## src/rtl/dmem_arbiter_if.sv

```systemverilog
`default_nettype none
// +--------------------------------------------------------------------+
// | dmem_arbiter_if : requester and Dmem bus bundle of dmem_arbiter     |
// | Rev 1.0                                                            |
// +--------------------------------------------------------------------+
interface dmem_arbiter_if #(
  parameter int NUM_REQ = 2,
  parameter int ADDR_W  = 5,
  parameter int DATA_W  = 32
);
  logic [NUM_REQ-1:0]        req_valid_i;
  logic [NUM_REQ-1:0]        req_we_i;
  logic [NUM_REQ-1:0]        req_lock_i;
  logic [NUM_REQ*ADDR_W-1:0] req_addr_i;
  logic [NUM_REQ*DATA_W-1:0] req_wdata_i;
  logic [NUM_REQ-1:0]        req_ready_o;
  logic [NUM_REQ-1:0]        rsp_valid_o;
  logic [DATA_W-1:0]         rsp_rdata_o;
  logic                      mem_we_o;
  logic [ADDR_W-1:0]         mem_addr_o;
  logic [DATA_W-1:0]         mem_wdata_o;
  logic [DATA_W-1:0]         mem_rdata_i;

  modport slave (
    input  req_valid_i, req_we_i, req_lock_i, req_addr_i, req_wdata_i, mem_rdata_i,
    output req_ready_o, rsp_valid_o, rsp_rdata_o, mem_we_o, mem_addr_o, mem_wdata_o
  );

  modport master (
    output req_valid_i, req_we_i, req_lock_i, req_addr_i, req_wdata_i, mem_rdata_i,
    input  req_ready_o, rsp_valid_o, rsp_rdata_o, mem_we_o, mem_addr_o, mem_wdata_o
  );
endinterface
`default_nettype wire

```

## src/rtl/dmem_arbiter.sv

```systemverilog
`default_nettype none
// +--------------------------------------------------------------------+
// | dmem_arbiter : round-robin Dmem sharing with bounded lock          |
// | Rev 1.0                                                            |
// +--------------------------------------------------------------------+
module dmem_arbiter #(
  parameter int NUM_REQ  = 2,
  parameter int ADDR_W   = 5,
  parameter int DATA_W   = 32,
  parameter int MAX_HOLD = 4
) (
  input  logic           clk_i,
  input  logic           rst_ni,
  dmem_arbiter_if.slave  bus
);

  localparam int PTR_W  = (NUM_REQ > 1) ? $clog2(NUM_REQ) : 1;
  localparam int HOLD_W = $clog2(MAX_HOLD + 1);

  typedef enum logic [0:0] {
    ST_IDLE   = 1'b0,
    ST_LOCKED = 1'b1
  } state_e;

  state_e              state_q, state_d;
  logic [PTR_W-1:0]    owner_q, owner_d;
  logic [PTR_W-1:0]    rr_ptr_q, rr_ptr_d;
  logic [HOLD_W-1:0]   hold_cnt_q, hold_cnt_d;
  logic [NUM_REQ-1:0]  rsp_valid_q, rsp_valid_d;
  logic [DATA_W-1:0]   rsp_rdata_q, rsp_rdata_d;

  logic                gnt_valid;
  logic [PTR_W-1:0]    gnt_idx;
  logic [HOLD_W-1:0]   hold_next;

  function automatic logic [PTR_W-1:0] next_ptr(input logic [PTR_W-1:0] p);
    return PTR_W'((int'(p) + 1) % NUM_REQ);
  endfunction

  // Reverse scan so the port closest to rr_ptr is the last (winning) assignment.
  always_comb begin
    gnt_valid = 1'b0;
    gnt_idx   = '0;
    if (rst_ni) begin
      if (state_q == ST_LOCKED) begin
        if (bus.req_valid_i[owner_q]) begin
          gnt_valid = 1'b1;
          gnt_idx   = owner_q;
        end
      end else begin
        for (int k = NUM_REQ - 1; k >= 0; k--) begin
          if (bus.req_valid_i[(int'(rr_ptr_q) + k) % NUM_REQ]) begin
            gnt_valid = 1'b1;
            gnt_idx   = PTR_W'((int'(rr_ptr_q) + k) % NUM_REQ);
          end
        end
      end
    end
  end

  always_comb begin
    bus.req_ready_o = '0;
    bus.mem_we_o    = 1'b0;
    bus.mem_addr_o  = '0;
    bus.mem_wdata_o = '0;
    if (gnt_valid) begin
      bus.req_ready_o[gnt_idx] = 1'b1;
      bus.mem_we_o    = bus.req_we_i[gnt_idx];
      bus.mem_addr_o  = bus.req_addr_i[int'(gnt_idx)*ADDR_W +: ADDR_W];
      bus.mem_wdata_o = bus.req_wdata_i[int'(gnt_idx)*DATA_W +: DATA_W];
    end
  end

  always_comb begin
    state_d     = state_q;
    owner_d     = owner_q;
    rr_ptr_d    = rr_ptr_q;
    hold_cnt_d  = hold_cnt_q;
    rsp_valid_d = '0;
    rsp_rdata_d = rsp_rdata_q;
    hold_next   = hold_cnt_q + HOLD_W'(1);

    if (gnt_valid) begin
      rsp_valid_d[gnt_idx] = 1'b1;
      rsp_rdata_d = bus.req_we_i[gnt_idx] ? '0 : bus.mem_rdata_i;
    end

    case (state_q)
      ST_IDLE: begin
        if (gnt_valid) begin
          if (bus.req_lock_i[gnt_idx] && (MAX_HOLD > 1)) begin
            state_d    = ST_LOCKED;
            owner_d    = gnt_idx;
            hold_cnt_d = HOLD_W'(1);
          end else begin
            rr_ptr_d = next_ptr(gnt_idx);
          end
        end
      end
      ST_LOCKED: begin
        // Owner dropping valid or reaching MAX_HOLD hands arbitration back.
        if (!gnt_valid || !bus.req_lock_i[owner_q] || (hold_next == HOLD_W'(MAX_HOLD))) begin
          state_d    = ST_IDLE;
          rr_ptr_d   = next_ptr(owner_q);
          hold_cnt_d = '0;
        end else begin
          hold_cnt_d = hold_next;
        end
      end
      default: state_d = ST_IDLE;
    endcase
  end

  always_ff @(posedge clk_i or negedge rst_ni) begin
    if (!rst_ni) begin
      state_q     <= ST_IDLE;
      owner_q     <= '0;
      rr_ptr_q    <= '0;
      hold_cnt_q  <= '0;
      rsp_valid_q <= '0;
      rsp_rdata_q <= '0;
    end else begin
      state_q     <= state_d;
      owner_q     <= owner_d;
      rr_ptr_q    <= rr_ptr_d;
      hold_cnt_q  <= hold_cnt_d;
      rsp_valid_q <= rsp_valid_d;
      rsp_rdata_q <= rsp_rdata_d;
    end
  end

  assign bus.rsp_valid_o = rsp_valid_q;
  assign bus.rsp_rdata_o = rsp_rdata_q;

endmodule
`default_nettype wire
```

## src/flat_wrapper.sv

```systemverilog
// flat-port wrapper written by rule: the top's interface ports become plain ports
module dmem_arbiter_flat 
#(
  parameter int NUM_REQ  = 2,
  parameter int ADDR_W   = 5,
  parameter int DATA_W   = 32,
  parameter int MAX_HOLD = 4
)
  (clk_i, rst_ni, bus_req_valid_i, bus_req_we_i, bus_req_lock_i, bus_req_addr_i, bus_req_wdata_i, bus_mem_rdata_i, bus_req_ready_o, bus_rsp_valid_o, bus_rsp_rdata_o, bus_mem_we_o, bus_mem_addr_o, bus_mem_wdata_o);
  dmem_arbiter_if #(.NUM_REQ(NUM_REQ), .ADDR_W(ADDR_W), .DATA_W(DATA_W)) bus_i ();
  input  logic clk_i;
  input  logic rst_ni;
  input wire logic [$bits(bus_i.req_valid_i)-1:0] bus_req_valid_i;
  input wire logic [$bits(bus_i.req_we_i)-1:0] bus_req_we_i;
  input wire logic [$bits(bus_i.req_lock_i)-1:0] bus_req_lock_i;
  input wire logic [$bits(bus_i.req_addr_i)-1:0] bus_req_addr_i;
  input wire logic [$bits(bus_i.req_wdata_i)-1:0] bus_req_wdata_i;
  input wire logic [$bits(bus_i.mem_rdata_i)-1:0] bus_mem_rdata_i;
  output wire logic [$bits(bus_i.req_ready_o)-1:0] bus_req_ready_o;
  output wire logic [$bits(bus_i.rsp_valid_o)-1:0] bus_rsp_valid_o;
  output wire logic [$bits(bus_i.rsp_rdata_o)-1:0] bus_rsp_rdata_o;
  output wire logic [$bits(bus_i.mem_we_o)-1:0] bus_mem_we_o;
  output wire logic [$bits(bus_i.mem_addr_o)-1:0] bus_mem_addr_o;
  output wire logic [$bits(bus_i.mem_wdata_o)-1:0] bus_mem_wdata_o;
  assign bus_i.req_valid_i = bus_req_valid_i;
  assign bus_i.req_we_i = bus_req_we_i;
  assign bus_i.req_lock_i = bus_req_lock_i;
  assign bus_i.req_addr_i = bus_req_addr_i;
  assign bus_i.req_wdata_i = bus_req_wdata_i;
  assign bus_i.mem_rdata_i = bus_mem_rdata_i;
  assign bus_req_ready_o = bus_i.req_ready_o;
  assign bus_rsp_valid_o = bus_i.rsp_valid_o;
  assign bus_rsp_rdata_o = bus_i.rsp_rdata_o;
  assign bus_mem_we_o = bus_i.mem_we_o;
  assign bus_mem_addr_o = bus_i.mem_addr_o;
  assign bus_mem_wdata_o = bus_i.mem_wdata_o;
  dmem_arbiter #(.NUM_REQ(NUM_REQ), .ADDR_W(ADDR_W), .DATA_W(DATA_W), .MAX_HOLD(MAX_HOLD)) u_core (.clk_i(clk_i), .rst_ni(rst_ni), .bus(bus_i));
endmodule
```

## config.mk

```make
export PLATFORM = sky130hd
export DESIGN_NAME = dmem_arbiter_flat
export DESIGN_NICKNAME = d
export VERILOG_FILES = /design/src/rtl/dmem_arbiter_if.sv /design/src/rtl/dmem_arbiter.sv /design/src/flat_wrapper.sv
export SDC_FILE = /design/constraint.sdc
export NUM_CORES = 1
export LEC_CHECK = 0
export ABC_AREA = 1
export CORE_MARGIN = 1.5
export CORE_UTILIZATION = 29
export DETAILED_ROUTE_END_ITERATION = 7
export HOLD_SLACK_MARGIN = 0.08
export PLACE_DENSITY = 0.82
export SKIP_LAST_GASP = 1
export SYNTH_ARGS = -nofsm -noshare
export SYNTH_HDL_FRONTEND = slang
export SYNTH_SLANG_ARGS = --single-unit
```

## constraint.sdc

```tcl
create_clock -name clk_i -period 1.6 [get_ports clk_i]
set_clock_uncertainty 0.05 [all_clocks]
set_input_delay 0.4 -clock clk_i [delete_from_list [all_inputs] [get_ports clk_i]]
set_output_delay 0.4 -clock clk_i [all_outputs]
set_load 0.1 [all_outputs]
```

---- Word-level counts from Yosys, hierarchy flattened ----
Cells that the tools add are included.
W data, S select, Z words.
cells by class
  add/subtract/negate cells ............... 4
  multiply operators ...................... 1
  divide/modulo/power cells ............... 0
  magnitude comparators ................... 5
  equal/unequal tests ..................... 5
  shifts and indexed selects .............. 2
  muxes and demuxes ....................... 42
  bitwise gates (word level) .............. 2
  reductions and logical operators ........ 8
operators by type and width
  operator               count
  $mux W32               2
  $shiftx A64 B7 Y32     1
  $shiftx A10 B32 Y5     1
  $mux W1                31
  $mux W3                3
  $lt A1 B2 Y1 const B   3
  $pmux W3 S2            1
  $reduce_and A3 Y1      2
  $mux W5                1
  $mul A1 B3 Y4 const B  1
  $ne A2 B1 Y1 const B   2
  $ne A2 B2 Y1 const B   2
  $pmux W1 S2            2
  $add A1 B1 Y1 const B  3
  $add A3 B1 Y3 const B  1
  $eq A3 B3 Y1 const B   1
  $lt A2 B3 Y1 const B   1
  $logic_not A1 Y1       2
  $logic_or A1 B1 Y1     2
  $mux W2                1
  $reduce_and A2 Y1      1
  $and A1 B1 Y1 const A  1
  $demux W1 S1           1
  $ge A1 B1 Y1 const B   1
  2 further kinds        2
storage, ports and cells
  register bits after elaboration ......... 40
  latch bits .............................. 0
  RAM bits ................................ 0
  bits in read-only memories .............. 0
  input bits .............................. 114
  output and inout port bits .............. 74
  logic and storage cells ................. 75
  memories kept ........................... 0

---- Logic depth before layout (Yosys ltp) ----
Gate-level depths: netlist of run 1.
  depth in word-level cells ............... 14
  mapped depth ............................ 9

---- Worst setup path before layout of run 1 ----
OpenSTA, ideal clock, no wires.
  path kind ............................... reg-to-output
  start ................................... register u_core.state_q
  end ..................................... output port bus_mem_we_o
  arrival ................................. 2.550 ns
  slack ................................... -1.400 ns
  cell stages (with the launch flop) ...... 8
  cells stage by stage .................... dfrtp_1 inv_2 nand3b_4 nand2_4 or2_4 o21ai_4 buf_8 a21oi_1
between the ends
  longest elaborated chain between the ends .. 5
  elaborated cells between the ends (all ways) .. 7
  those cells by class .................... 7 x mux
RTL lines
  element                                     RTL line             RTL
  start: declaration                          dmem_arbiter.sv:25   state_e state_q, state_d;
  start signal: assignment                    dmem_arbiter.sv:123  state_q <= state_d;
  $mux W1                                     dmem_arbiter.sv:45   if (state_q == ST_LOCKED) begin
  $mux W1                                     dmem_arbiter.sv:44   if (rst_ni) begin
  $mux W1 (implied by the code) (2 in a row)  dmem_arbiter.sv:68   bus.mem_we_o = bus.req_we_i[gnt_idx];
  $mux W1 *                                   dmem_arbiter.sv:66   if (gnt_valid) begin
  end: declaration                            flat_wrapper.sv:22   output wire logic [$bits(bus_i.mem_we_o)-1:0] bus_mem_we_o;
Mark *: on every way between the ends. The rest lies on a longest branch, timed or not. The select of a mux whose other input is x is not followed.

---- Worst setup path after layout of run 1 ----
  start ................................... register u_core.state_q
  end ..................................... output port bus_mem_wdata_o[21]
between the ends
  longest elaborated chain between the ends .. 4
  elaborated cells between the ends (all ways) .. 6
  those cells by class .................... 1 x shift; 5 x mux
RTL lines
  element             RTL line            RTL
  $mux W1             dmem_arbiter.sv:45
  $mux W1             dmem_arbiter.sv:44
  $shiftx A64 B7 Y32  dmem_arbiter.sv:70  bus.mem_wdata_o = bus.req_wdata_i[int'(gnt_idx)*DATA_W +: DATA_W];
  $mux W32 *          dmem_arbiter.sv:66
  end: declaration    flat_wrapper.sv:24  output wire logic [$bits(bus_i.mem_wdata_o)-1:0] bus_mem_wdata_o;
Mark *: on every way between the ends. The rest lies on a longest branch, timed or not.

==> metrics, run 1 <==
slew margin rel. 66.1%; LEAKAGE 2.71 nW; syn_nets 360; Hold Vio Cnt, Final 0; yosys warns 0; total of max-cap violations 0; DR top layer met4; # diodes 0; cell count after synthesis 244; 1st-pass router iterations 4; Synth top cells by count nand3_1 (61), nand2_1 (52), dfrtp_1 (40); share of post-route cells with drive strength above 1 39.9%; #FFs+latches synth 40; die height 91.1 um; Via density 5.05; CTS buffer count 5; R2R cell count 11; post-synth top area share 44.5%; most common cell in the synthesized netlist nand3_1; dpl hpwl 7680 um; initial antenna violation count 0; failing checks setup timing; placer congestion estimate 0.841; metal3 WL 624 um; Initial Utilization 30.5%; clock root cell clkbuf_8; fin util 79.3%; Worst Path Arrival 1.84 ns; port bufs 187; synthesized cell area 2250 um2; Clock Tree Buf Depth 2; syn_area_per_cell 9.21 um2; H-tree lvl count 2; CP endpoint kind primary output; number of slew-limit violations in the final report 0; fmax 437 MHz; ys async rst share 100%; Synth cell types 23; Overflow after GRT 0; number of flops mapped to enable cells by yosys 0; met1 wire length 4390 um; post-route ant nets 0; Critical Path RT 1.15 ns; fin crit period 2.29 ns; total track usage 26.1%; Core Box Area 7370 um2; Worst Path Max Fanout 9; Vias 2793; most area-consuming cells after synthesis dfrtp_1 (45%), a22o_1 (14%), nand3_1 (14%); # hold bufs at CTS 0; fin worst setup slack -0.688 ns; register area share after synthesis 44.5%; CTS tree yes; pwr/cell area 1260 nW/um2; Worst Tran Pin Value 0.509 ns; Placed Area 5320 um2; startpoint types register; final WL 11400 um; Layout Nets 569; Most used DFF post-synth dfrtp_1; DR WL/cell 20.5 um; first-pass GRT wire length 16600 um; biggest area consumer among synthesized cells dfrtp_1; Chip Width 91.1 um; RSZ-0062 raised after global routing yes; clk sink count 40; Peak VDD IR 0.741 mV; latest clock arrival within the worst-skew pair 0.28 ns; status finished, violations left; Fill cells 433; via count of the first global-routing pass 2875; post-placement setup slack -0.794 ns; drt drc 0; Iter 0 DRT Violations 104; worst hold path class in -> async; die area 8290 um2; post-route cell area 5840 um2; # IOs 188; floorplan row count 31; total power 7.38 mW; Layout area overhead 160%; final period utilization 143%; largest net degree at the start of global routing 41; WL met2 6060 um; Final setup viols 76; Reg clk slew, reported paths 0.08 ns; setup tns final -34.23 ns; critical path class reg -> out
-- path summary, 6_finish.rpt --
check	from	endpoint	slack (ns)
max in group asynchronous	rst_ni	u_core.state_q	0.88
min in group clk_i	u_core.rr_ptr_q	u_core.rr_ptr_q	0.46
max reg2reg	u_core.state_q	u_core.bus.rsp_rdata_o[1]	-0.27
min reg2reg	u_core.rr_ptr_q	u_core.rr_ptr_q	0.46
min	rst_ni	u_core.bus.rsp_rdata_o[23]	0.24
max	u_core.state_q	bus_mem_wdata_o[21]	-0.69
-- registers in the layout (all words and copies together), names as in the netlist --
register	flops
u_core.bus.rsp_rdata_o	32
u_core.bus.rsp_valid_o	2
u_core.hold_cnt_q	3
u_core.owner_q	1
u_core.rr_ptr_q	1
u_core.state_q	1
-- metal layers --
metal | vias to the layer above | GRT usage (%)
met3 | 21 | 4.77
met4 | 0 | 7.68
met1 | 1342 | 31.6
met5 | - | 0
met2 | 135 | 46.8
li1 | 1295 | -
-- layout by cell type, fill, tap and decap left out, drive strengths merged --
master | synthesis | final
a21oi | 2 | 2
a22o | 37 | 37
buf | 14 | 108
clkbuf | 6 | 8
clkdlybuf4s50 | 0 | 110
clkinv | 0 | 4
dfrtp | 40 | 40
dlygate4sd2 | 0 | 2
ha | 2 | 2
inv | 7 | 5
nand2 | 54 | 54
nand3 | 71 | 71
nand3b | 1 | 1
nand4 | 1 | 1
nor2 | 3 | 3
o21ai | 4 | 4
or2 | 1 | 1
xor2 | 1 | 1
-- report_power, final --
part           internal (mW)  switching, mW  leakage, nW
registers               1.20          0.213        0.521
logic                   2.11           3.17         2.14
clock network          0.344          0.340       0.0510
-- cells by family (layout without fill, tap and decap cells) --
logic type,after synthesis,in the layout,share of synthesized area [%]
flops,40,40,44.5
xor+xnor,1,1,0.390
fa+ha+maj,2,2,1.11
buf+inv,27,237,7.46
simple gates,131,131,29.8
compound gates,43,43,16.8
-- per-stage QoR --
| step | std cells | hold WS (ns) |
|---|---|---|
| 6_report | 553 | 0.244 |
| 3_3_place_gp | 526 | 0.421 |
| 3_5_place_dp | 526 | 0.427 |
| 2_1_floorplan | 244 | 0.0544 |
| 5_1_grt | 553 | 0.289 |
| 4_1_cts | 548 | 0.261 |
-- area by class of cell --
type                            instances  area [um2]  share of cell area, %
Sequential cell                        40        1000                   17.2
Clock inverter                          2        10.0                  0.171
Inverter                                7        51.3                  0.878
Multi-Input combinational cell        177        1430                   24.5
Timing Repair Buffer                  222        3140                   53.8
Clock buffer                            6        82.6                   1.41
Tap cell                               99         124                   2.12
-- worst max-delay path, stage by stage (launching register included) --
cell and delay, ns:
dfrtp_2 0.46, inv_2 0.09, nand3b_4 0.09, nand2_4 0.11
buf_6 0.13, clkinv_8 0.08, buf_8 0.16, a22o_4 0.27
buf_12 0.16
-- repair_timing --
item,CTS,global route
setup buffers,7,5
gates cloned,7,2
endpoints found under the hold margin,0,0
pin swaps,8,6
endpoints found under the setup margin,78,78
resized for setup,39,5
Power figures use the tool's default switching activity.
==> run 2, diff against run 1 <==
--- a/config.mk
+++ b/config.mk
@@ -5,13 +5,11 @@
 export SDC_FILE = /design/constraint.sdc
 export NUM_CORES = 1
 export LEC_CHECK = 0
-export ABC_AREA = 1
 export CORE_MARGIN = 1.5
-export CORE_UTILIZATION = 29
+export CORE_UTILIZATION = 35
 export DETAILED_ROUTE_END_ITERATION = 7
 export HOLD_SLACK_MARGIN = 0.08
-export PLACE_DENSITY = 0.82
-export SKIP_LAST_GASP = 1
+export PLACE_DENSITY = 0.92
 export SYNTH_ARGS = -nofsm -noshare
 export SYNTH_HDL_FRONTEND = slang
 export SYNTH_SLANG_ARGS = --single-unit
==> constraint.sdc (replaced) <==
create_clock -name clk_i -period 2.67 [get_ports clk_i]
set_clock_uncertainty 0.05 [all_clocks]
set_input_delay 0.6675 -clock clk_i [delete_from_list [all_inputs] [get_ports clk_i]]
set_output_delay 0.6675 -clock clk_i [all_outputs]
set_load 0.1 [all_outputs]
==> run 2 against run 1 <==
Net effect: the flow now stops in 5_1_grt; synthesized area down 2.1%; synthesized cell count grew 4.1%.
==> metrics, run 2 <==
status did not finish; Fail Step 5_1_grt; Tool Error [ERROR DPL-0038] Utilization greater than 100%, impossible to legalize; Post-Synth Adder-Cell Area 1.14% (+0.023 points); register area share after synthesis 45.5% (+0.94 points); Initial Utilization 36.8% (+6.2 points); mux contribution to synthesized area 0.909% (+0.91 points); most common cell in the synthesized netlist nand2_1; clk sink count 40 (unchanged); Post-Synth Simple-Gate Area 26.3% (-3.5 points); largest net degree at the start of global routing 33; syn_nets 370 (+2.8%); Synth top cells by count nand2_1 (80), dfrtp_1 (40), nand3_1 (38); yosys warns 0 (unchanged); worst_ep kind top-level output; ys async rst share 100% (unchanged); Chip Width 82.3 um (-9.6%); syn_area_per_cell 8.67 um2 (-5.9%); CTS buffer count 5 (unchanged); Clock Tree Buf Depth 2 (unchanged); Compound-Gate Fraction of Synth Area 20.5% (+3.7 points); Synth Area in XOR/XNOR 0.398% (+0.0082 points); clock root cell clkbuf_8; # IOs 188 (unchanged); Synth cell types 39 (+70%); Worst Endpoint after GRT Repair bus_mem_we_o; H-tree lvl count 2 (unchanged); cell count after synthesis 254 (+4.1%); number of flops mapped to enable cells by yosys 0 (unchanged); dpl hpwl 7190 um (-6.5%); synthesized cell area 2200 um2 (-2.1%); #FFs+latches synth 40 (unchanged); port bufs 187 (unchanged); most area-consuming cells after synthesis dfrtp_1 (45%), nand2_1 (14%), a22o_1 (13%); post-synth top area share 45.5% (+0.94 points); Most used DFF post-synth dfrtp_1; floorplan row count 28 (-9.7%); die height 82.3 um (-9.6%); largest family of logic cells by synthesized area simple AND/OR/NAND/NOR gates; placer congestion estimate 0.803 (-4.5%); biggest area consumer among synthesized cells dfrtp_1
## run 2: timing repair
item	CTS
gates cloned	6
buffers inserted	15
resized for setup	116
pin swaps	24
endpoints found under the setup margin	40
hold buffers	0
## run 2: per-stage QoR
step	hold slack, ns	worst slack, ns	utilization (%)	instance area [um2]	std cells
4_1_cts	0.259	0.0121	95.5	5720	544
3_5_place_dp	0.442	-0.390	81.9	4910	517
3_3_place_gp	0.440	-0.319	81.9	4910	517
2_1_floorplan	0.322	-0.0328	-	2520	254
## run 2: kinds of logic after synthesis
logic type               Yosys count
AO/OA/AOI/OAI                     54
XOR/XNOR                           1
buffers and inverters             24
flip-flops                        40
multiplexers                       2
adder cells (fa/ha/maj)            2
AND/OR/NAND/NOR                  131
==> run 3, diff against run 2 <==
--- a/config.mk
+++ b/config.mk
@@ -8,8 +8,7 @@
 export CORE_MARGIN = 1.5
 export CORE_UTILIZATION = 35
 export DETAILED_ROUTE_END_ITERATION = 7
-export HOLD_SLACK_MARGIN = 0.08
-export PLACE_DENSITY = 0.92
+export PLACE_DENSITY_LB_ADDON = 0.15
 export SYNTH_ARGS = -nofsm -noshare
 export SYNTH_HDL_FRONTEND = slang
 export SYNTH_SLANG_ARGS = --single-unit
==> run 3 against run 2 <==
Net effect: the run again fails in 5_1_grt; synthesized area stayed put; synthesized cell count stayed put.
==> metrics, run 3 <==
status did not finish; Fail Step 5_1_grt; Tool Error [ERROR DPL-0038] Utilization greater than 100%, impossible to legalize; most area-consuming cells after synthesis dfrtp_1 (45%), nand2_1 (14%), a22o_1 (13%); Worst Endpoint after GRT Repair bus_mem_wdata_o[8]; post-placement setup slack -0.370 ns (+0.0202 ns); die height 82.3 um (unchanged); number of flops mapped to enable cells by yosys 0 (unchanged); Most used DFF post-synth dfrtp_1; placer congestion estimate 0.840 (+4.7%); Chip Width 82.3 um (unchanged); floorplan row count 28 (unchanged); H-tree lvl count 2 (unchanged); CTS buffer count 5 (unchanged); dpl hpwl 7050 um (-1.9%); port bufs 187 (unchanged); syn_nets 370 (unchanged); # hold bufs at CTS 0 (unchanged); Synth cell types 39 (unchanged); register area share after synthesis 45.5% (unchanged); biggest area consumer among synthesized cells dfrtp_1; syn_area_per_cell 8.67 um2 (unchanged); # IOs 188 (unchanged); Clock Tree Buf Depth 2 (unchanged); most common cell in the synthesized netlist nand2_1; synthesized cell area 2200 um2 (unchanged); cell count after synthesis 254 (unchanged); Initial Utilization 36.8% (unchanged); clk sink count 40 (unchanged); clock root cell clkbuf_8; #FFs+latches synth 40 (unchanged); worst_ep kind top-level output; post-synth top area share 45.5% (unchanged); Synth top cells by count nand2_1 (80), dfrtp_1 (40), nand3_1 (38); yosys warns 0 (unchanged); largest net degree at the start of global routing 38; ys async rst share 100% (unchanged)
-- run 3: cell counts after synthesis --
No cell type changed its count.
-- run 3: timing repair --
action | in CTS
gates resized for setup | 96
gates cloned | 3
pin swaps | 11
buffers inserted | 5
setup endpoints to repair | 40
-- run 3: kinds of logic after synthesis --
logic type                 after synthesis  share of synthesized area (%)
adders and majority gates                2                           1.14
and+or+nand+nor                        131                           26.3
buffers and inverters                   24                           5.40
xor gates and xnor gates                 1                          0.398
DFF                                     40                           45.5
AOI/OAI and AO/OA                       54                           20.5
muxes                                    2                          0.909
-- run 3: stage by stage --
step / hold slack [ns] / instance area, um2 / std cells / utilization, %
4_1_cts: 0.246 / 5540 / 537 / 92.4
3_5_place_dp: 0.442 / 4910 / 521 / 82.0
3_3_place_gp: 0.441 / 4910 / 521 / 82.0
2_1_floorplan: 0.322 / 2520 / 254 / -
